### config.mk
export PLATFORM = sky130hd
export DESIGN_NAME = servo_pwm_gen
export DESIGN_NICKNAME = d
export VERILOG_FILES = /design/src/rtl/servo_pwm_gen.sv
export SDC_FILE = /design/constraint.sdc
export NUM_CORES = 1
export LEC_CHECK = 0
export ABC_AREA = 0
export BUFFER_PORTS_ARGS = -buffer_cell sky130_fd_sc_hd__buf_2
export CORE_UTILIZATION = 35
export CTS_BUF_LIST = sky130_fd_sc_hd__clkbuf_8
export CTS_CLUSTER_SIZE = 25
export DETAILED_ROUTE_END_ITERATION = 10
export PLACE_DENSITY = 0.55
export REMOVE_ABC_BUFFERS = 1
export SYNTH_ARGS = -nofsm -noshare
export SYNTH_HDL_FRONTEND = slang
export SYNTH_SLANG_ARGS = --single-unit
### constraint.sdc
create_clock -name clk -period 3.52 [get_ports clk]
set_clock_uncertainty 0.05 [all_clocks]
set_input_delay 0.176 -clock clk [delete_from_list [all_inputs] [get_ports clk]]
set_output_delay 0.176 -clock clk [all_outputs]
set_load 0.005 [all_outputs]
### src/rtl/servo_pwm_gen.sv
// Servo PWM frame generator: one pulse of programmable width per fixed-length frame.
module servo_pwm_gen #(
  parameter int unsigned N             = 8,
  parameter int unsigned PERIOD_CYCLES = 200000,
  parameter int unsigned MIN_CYCLES    = 10000,
  parameter int unsigned STEP          = 39,
  parameter int unsigned CNT_W         = 18
) (
  input  logic         clk,
  input  logic         reset,
  input  logic [N-1:0] data,
  input  logic         en,
  output logic         pwm,
  output logic         busy,
  output logic         period_start
);

  // Width arithmetic is done wide enough that MIN + data*STEP cannot wrap.
  localparam int unsigned       WW       = CNT_W + N;
  localparam logic [WW-1:0]     LIMIT_W  = WW'(PERIOD_CYCLES - 1);
  localparam logic [CNT_W-1:0]  LAST_CNT = CNT_W'(PERIOD_CYCLES - 1);

  typedef enum logic [1:0] {
    IDLE = 2'd0,
    HIGH = 2'd1,
    LOW  = 2'd2
  } state_t;

  state_t           state;
  state_t           state_next;
  logic [CNT_W-1:0] cnt;
  logic [CNT_W-1:0] cnt_next;
  logic [CNT_W-1:0] width;
  logic [CNT_W-1:0] width_next;
  logic             pwm_next;
  logic             busy_next;
  logic             period_start_next;

  logic [WW-1:0]    width_raw_c;
  logic [CNT_W-1:0] width_new_c;

  // Pulse width for a new frame from the current position command, clamped so LOW lasts >= 1 cycle.
  always_comb begin
    width_raw_c = WW'(MIN_CYCLES) + (WW'(data) * WW'(STEP));
    width_new_c = (width_raw_c > LIMIT_W) ? LAST_CNT : width_raw_c[CNT_W-1:0];
  end

  // Next-state, counter, width latch and next output values.
  always_comb begin
    state_next        = state;
    cnt_next          = cnt;
    width_next        = width;
    period_start_next = 1'b0;

    case (state)
      IDLE: begin
        if (en) begin
          state_next        = HIGH;
          cnt_next          = '0;
          width_next        = width_new_c;
          period_start_next = 1'b1;
        end
      end

      HIGH: begin
        cnt_next = cnt + CNT_W'(1);
        if (cnt == (width - CNT_W'(1))) begin
          state_next = LOW;
        end
      end

      LOW: begin
        if (cnt == LAST_CNT) begin
          cnt_next = '0;
          if (en) begin
            state_next        = HIGH;
            width_next        = width_new_c;
            period_start_next = 1'b1;
          end else begin
            state_next = IDLE;
          end
        end else begin
          cnt_next = cnt + CNT_W'(1);
        end
      end

      default: begin
        state_next = IDLE;
        cnt_next   = '0;
      end
    endcase

    // Outputs are decoded from the next state so they come straight out of flops.
    pwm_next  = (state_next == HIGH);
    busy_next = (state_next != IDLE);
  end

  // State, datapath and output registers with synchronous reset.
  always_ff @(posedge clk) begin
    if (reset) begin
      state        <= IDLE;
      cnt          <= '0;
      width        <= '0;
      pwm          <= 1'b0;
      busy         <= 1'b0;
      period_start <= 1'b0;
    end else begin
      state        <= state_next;
      cnt          <= cnt_next;
      width        <= width_next;
      pwm          <= pwm_next;
      busy         <= busy_next;
      period_start <= period_start_next;
    end
  end

endmodule

==> results of run 1 <==
Yosys cell counts, drive strengths merged, types with 4 or more instances:
| cell type | number | area (µm²) |
|---|---|---|
| nor2 | 47 | 176 |
| ha | 40 | 500 |
| a211oi | 5 | 37.5 |
| mux2i | 14 | 140 |
| nand4 | 11 | 68.8 |
| buf | 6 | 45.0 |
| nand2 | 19 | 73.8 |
| a31oi | 4 | 25.0 |
| nor3 | 11 | 55.1 |
| dfxtp | 38 | 761 |
| xor2 | 19 | 166 |
| nor4 | 8 | 71.3 |
| inv | 47 | 176 |
| a21oi | 7 | 35.0 |
| clkbuf | 10 | 37.5 |
| and2 | 5 | 31.3 |
| fa | 15 | 300 |
| nand3 | 14 | 70.1 |
| o21ai | 13 | 65.1 |
| nor2b | 4 | 25.0 |
| xnor2 | 24 | 210 |
per-stage QoR:
stage / instances / setup TNS, ns / hold WS (ns)
finish: 562 / 0 / 0.141
global route: 562 / 0 / 0.152
CTS: 562 / 0 / 0.134
detailed placement: 554 / -0.868 / 0.445
global placement: 554 / -0.696 / 0.441
floorplan: 391 / -0.0592 / 0.195
power groups by stage:
stage,Clock (W),Sequential [W],Combinational (W)
floorplan,0,0.000535,0.000668
global placement,0,0.000554,0.000871
detailed placement,0,0.000556,0.000877
CTS,0.000325,0.000546,0.000893
global route,0.000351,0.000556,0.00104
finish,0.000311,0.000546,0.000912
how the worst min path moves through the flow:
stage	startpoint	end	slack (ns)	cells after the start
after global routing	en	period_start	0.15	2
after floorplan	reset	cnt[15]	0.20	1
after CTS	en	period_start	0.13	2
after global placement	cnt[1]	cnt[1]	0.44	2
final	en	period_start	0.14	2
after detailed placement	en	period_start	0.44	2
critical path, stage by stage:
cell      delay, ns
buf_2          0.11
buf_4          0.15
fa_1           0.47
ha_1           0.32
fa_1           0.49
ha_1           0.31
ha_1           0.31
a21o_1         0.21
a211oi_2       0.29
o21ai_2        0.10
a311oi_2       0.22
xnor2_1        0.09
mux2i_1        0.13
nor2_1         0.05
registers in the layout (all words and copies together) (netlist names):
| register | flops |
|---|---|
| pwm | 1 |
| cnt | 18 |
| state | 2 |
| busy | 1 |
| width | 15 |
| period_start | 1 |
timing repair:
| action | 4_1_cts | 5_1_grt |
|---|---|---|
| cloned | 0 | 0 |
| gates resized for setup | 2 | 6 |
| setup endpoints to repair | 1 | 2 |
| pin swaps | 3 | 2 |
cell type report:
class,count,area (µm²),share of cell area [%]
well taps,129,161,4.15
repair buffers,34,223,5.72
clock buffers,6,82.6,2.12
flip-flops and latches,38,761,19.5
multi-input cells,306,2480,63.7
clock inverters,2,8.76,0.225
inverters,47,176,4.53
cell families (layout without fill, tap and decap cells):
logic type / Yosys count / in the layout / share of synthesized area [%]
mux: 15 / 15 / 4.37
compound gates: 53 / 53 / 10.5
fa+ha+maj: 55 / 55 / 23.1
xor+xnor: 44 / 44 / 11.5
simple gates: 139 / 139 / 21.0
buf+inv: 63 / 89 / 7.48
flops: 38 / 38 / 22.0
layer usage:
layer	part of all wire [%]	track usage (%)	wire (µm)
met2	46	25.5	3250
met1	50	19.4	3520
met4	1.7	5.24	119
met5	0	0	0
met3	2.2	2.55	158
==> metrics.csv, run 1 <==
metric,value,unit
maxSlewViolCount,0,
cp-endpoint,width[14],
worst_slack,0.217,ns
tightest_slew,0.648,ns
insertedDiodeCount,0,
max_freq,303,MHz
syn_inst,407,
gp_congestion,0.803,
rsz0062_at_grt,false,
ant_nets,0,
syn_to_final_growth,12.4,%
drc,0,
grt_max_degree,21,
port_buffers,13,
nNetsFinal,498,
ios,14,
yosysWarnings,0,
critPathArrivalTime,3.43,ns
synth_area_per_cell,8.51,µm²
critical_path_class,in2reg,
dr.pass1.iters,5,
post-cts-setup-buffers,0,
p_int,0.00107,W
r2r_start,width[0],
fillers,972,
start_util,36.8,%
slew_headroom,56.4,%
wirelength,7040,µm
htree_levels,2,
die_height,101,µm
finalCriticalPeriod,3.30,ns
placed_cell_area,3770,µm²
cts_root_buf,clkbuf_8,
post_drt_wl_per_cell,12.5,µm
yosysSeqAreaShare,22.0,%
synth_flop_cell,dfxtp_1,
clk_latency,0.29,ns
grt_pass1_wl,12300,µm
crit_fanout,4,
maxCapViolCount,0,
rows,35,
final_util,41.4,%
die_area,10300,µm²
fin_crit_sh,93.8,%
combinationalPowerShare,51.5,%
grt_overflow_total,0,
final_common_cell,inv_1,
power.total,0.00177,W
synthArstFlopShare,0,%
r2r-end,busy,
power_frac_clock,17.6,%
reg2reg_depth,9,
syn_area,3460,µm²
synth_edf_count,0,
grt_pass1_vias,2682,
p_per_area,454,nW/µm²
ys_types,56,
cp.required,3.65,ns
vias_per_cell,4.97,
switching_share,39.4,%
fin_area,3890,µm²
cts_tree,yes,
cts_buffers,5,
vias,2791,
cp-start-kind,primary input,
grt.total_usage,15.1,%
vdd_drop_max,0.000182,V
outcome,finished clean,
pwr-share-seq,30.9,%
first_iter_violations,94,
setup_violations,0,
switchingPower,0.000697,W
clk_pin_slew,0.07,ns
ys_ff_latch,38,
worst_setup_path_end_kind,flip-flop,
clock-sinks,38,
ctsHoldBuffers,0,
dp_slack,-0.400,ns
crit_path_start,data[4],
antenna_found_initial,0,
r2r_slack,0.80,ns
power_leakage,1.66,nW
clockBufferDepth,2,
core,9420,µm²
hold_viol_final,0,
layout_common_cells,"48 x inv_1, 47 x nor2_1, 39 x ha_1",
fp.dieW,101,µm
place_hpwl,5620,µm
drive_gt1_share,12.5,%
hold_class,in2reg,
(Power assumes the default switching activity.)
==> run 2: changes to the inputs <==
--- a/config.mk
+++ b/config.mk
@@ -5,7 +5,7 @@
 export SDC_FILE = /design/constraint.sdc
 export NUM_CORES = 1
 export LEC_CHECK = 0
-export ABC_AREA = 0
+export ABC_AREA = 1
 export BUFFER_PORTS_ARGS = -buffer_cell sky130_fd_sc_hd__buf_2
 export CORE_UTILIZATION = 35
 export CTS_BUF_LIST = sky130_fd_sc_hd__clkbuf_8
==> run 2 against run 1 <==
Global-route usage is 1.2 points higher. Hold slack got worse by 0.028 ns. Combinational power down 7.6%. Non-clock buffer count is 16 lower. Register-to-register slack gained 0.49 ns. Area after synthesis increased by 1.8%.
==> metrics.csv, run 2 <==
metric,value,unit,change
outcome,finished clean,,
critPathArrivalTime,3.34,ns,-0.09 ns
vdd_drop_max,0.000159,V,-13%
dr.pass1.iters,4,,-1
hold_class,in2reg,,
crit_slowest_cell,fa_1,,
yosysTopAreaCellShare,21.6,%,-0.39 points
htree_levels,2,,unchanged
ctsResizeCount,0,,-2
yosysSeqAreaShare,21.6,%,-0.39 points
synth_top_family_by_area,simple AND/OR/NAND/NOR gates,,
drc,0,,unchanged
synth_compound_gate_area_share,10.4,%,-0.15 points
fp.dieW,102,µm,+0.88%
critical_path_class,in2reg,,
synth_edf_count,0,,unchanged
synth_fa_ha_area_share,22.7,%,-0.41 points
setup_violations,0,,unchanged
regMostFlops,cnt,,
ctsHoldBuffers,0,,unchanged
ys_types,34,,-39%
crit_fanout,5,,+1
clock-sinks,38,,unchanged
fin_area,3850,µm²,-1.2%
syn_area,3530,µm²,+1.8%
yosysWarnings,0,,unchanged
slew_headroom,64.2,%,+7.8 points
vias_per_cell,4.68,,-5.7%
yosysMostFrequentCell,nand2_1,,
p_per_area,439,nW/µm²,-3.4%
synth_xor_area_share,7.20,%,-4.3 points
synth_common_cells,"89 x nand2_1, 83 x inv_1, 53 x nor2_1",,
grt_overflow_total,0,,unchanged
cp_num_buf_inv,6,,+4
hold_viol_final,0,,unchanged
antenna_found_initial,0,,unchanged
final_common_cell,nand2_1,,
clk_latency,0.30,ns,about the same
crit_chain,"buf_2, inv_1, fa_1, inv_1, ha_1, inv_1, fa_1, inv_1, ha_1, ha_1, a21oi_1, o21ai_0, a21oi_1, buf_4, xor2_1, a21oi_1",,
grt_pass1_vias,2979,,+11%
synth_flop_cell,dfxtp_1,,
synth_area_per_cell,7.15,µm²,-16%
grt_pass1_wl,13500,µm,+10%
ios,14,,unchanged
nNetsFinal,577,,+16%
whs,0.113,ns,-0.0279 ns
wirelength,7620,µm,+8.1%
post_drt_wl_per_cell,11.8,µm,-5.8%
start_util,36.1,%,-0.71 points
synthMuxAreaShare,0,%,-4.4 points
drive_gt1_share,9.57,%,-2.9 points
core,9770,µm²,+3.8%
cts_tree,yes,,
cts_buffers,5,,unchanged
grt_max_degree,19,,-9.5%
fin_crit_sh,91.1,%,-2.7 points
ant_nets,0,,unchanged
clockBufferDepth,2,,unchanged
vias,3021,,+8.2%
max_freq,312,MHz,+3.0%
place_hpwl,6220,µm,+11%
cp_top_family,adder cells,,
die_area,10500,µm²,+1.8%
finalCriticalPeriod,3.21,ns,-0.0947 ns
crit_top_cell,inv_1,,
die_height,102,µm,+0.88%
rows,36,,+2.9%
cts_root_buf,clkbuf_8,,
top_regs,"cnt: 18 flops, width: 15 flops, state: 2 flops",,
power_leakage,1.76,nW,+6.1%
grt.total_usage,16.3,%,+1.2 points
syn_to_final_growth,9.08,%,
placed_cell_area,3750,µm²,-0.43%
syn_inst,493,,+21%
insertedDiodeCount,0,,unchanged
port_buffers,13,,unchanged
maxSlewViolCount,0,,unchanged
synthArstFlopShare,0,%,unchanged
synth_area_leader_cell,dfxtp_1,,
first_iter_violations,85,,-9.6%
yosys.area_share.simple,27.8,%,+6.8 points
layout_common_cells,"89 x nand2_1, 83 x inv_1, 53 x nor2_1",,
gp_congestion,0.869,,+8.3%
synth_area_leaders,"dfxtp_1 22%, ha_1 14%, nand2_1 9.5%, inv_1 8.8%, fa_1 8.5%",,
cp.required,3.65,ns,about the same
largest_reg_flops,18,,unchanged
cp-start-kind,primary input,,
max_stage_delay,0.55,ns,+0.06 ns
clk_pin_slew,0.08,ns,about the same
ys_ff_latch,38,,unchanged
worst_setup_path_end_kind,flip-flop,,
fin_setup_tns,0,ns,unchanged
tightest_slew,0.536,ns,-0.112 ns
post-cts-setup-buffers,0,,unchanged
rsz0062_at_grt,false,,
maxCapViolCount,0,,unchanged
==> run 2: cell count changes after synthesis, sizes merged, moves of 4 or more <==
cell / change
a21oi: +20
and2: -5
clkbuf: -8
inv: +38
mux2i: -14
nand2: +77
nand3: +15
nand4: -4
nor2: +16
nor2b: -4
nor4: -8
o21ai: +18
xnor2: -15
==> run 2: stage by stage <==
stage	total power, W	std cells	util [%]	setup slack (ns)
5_1_grt	0.00187	645	39.3	0.0432
3_5_place_dp	0.00137	637	38.4	0.0385
4_1_cts	0.00171	645	39.3	0.340
3_3_place_gp	0.00136	637	38.4	0.0817
6_report	0.00169	645	39.3	0.312
2_1_floorplan	0.00117	486	-	0.318
==> run 2: where the power goes <==
part,internal [W],switching (W),leakage (nW)
Combinational,0.000325,0.000518,1.41
Clock,0.000158,0.000173,0.0472
Sequential,0.000468,0.0000463,0.311
==> run 2: layer usage <==
layer / global-route usage, % / up-vias / share of wire, %
met5: 0 / - / 0
met4: 4.29 / 0 / 1.2
met3: 2.33 / 6 / 3.3
met2: 27.4 / 48 / 46
met1: 21.9 / 1366 / 50
li1: - / 1601 / -
==> run 2: cell type report <==
class / count / area [µm²]
Clock buffer: 6 / 82.6
Clock inverter: 2 / 12.5
Fill cell: 1040 / 5930
Inverter: 85 / 319
Multi-Input combinational cell: 363 / 2400
Sequential cell: 38 / 761
Tap cell: 133 / 166
Timing Repair Buffer: 18 / 103
==> run 2: cell families after synthesis <==
logic type	after synthesis
adder cells (fa/ha/maj)	55
flip-flops	38
XOR/XNOR	29
buffers and inverters	92
AND/OR/NAND/NOR	211
AO/OA/AOI/OAI	68
==> run 2: worst paths after layout <==
kind         startpoint   endpoint  slack (ns)  depth (start not counted)
max reg2reg      cnt[0]  width[14]        1.29                         10
max             data[5]  width[10]        0.31                         16
min reg2reg    width[1]   width[1]        0.46                          2
min               reset     cnt[1]        0.11                          2
==> run 2: worst register-to-register path: cells and delay by family (launching register included) <==
kind	cells	cell delay (ns)
flops	1	0.48
simple gates	5	0.83
fa+ha+maj	1	0.23
compound gates	3	0.29
buf+inv	1	0.24
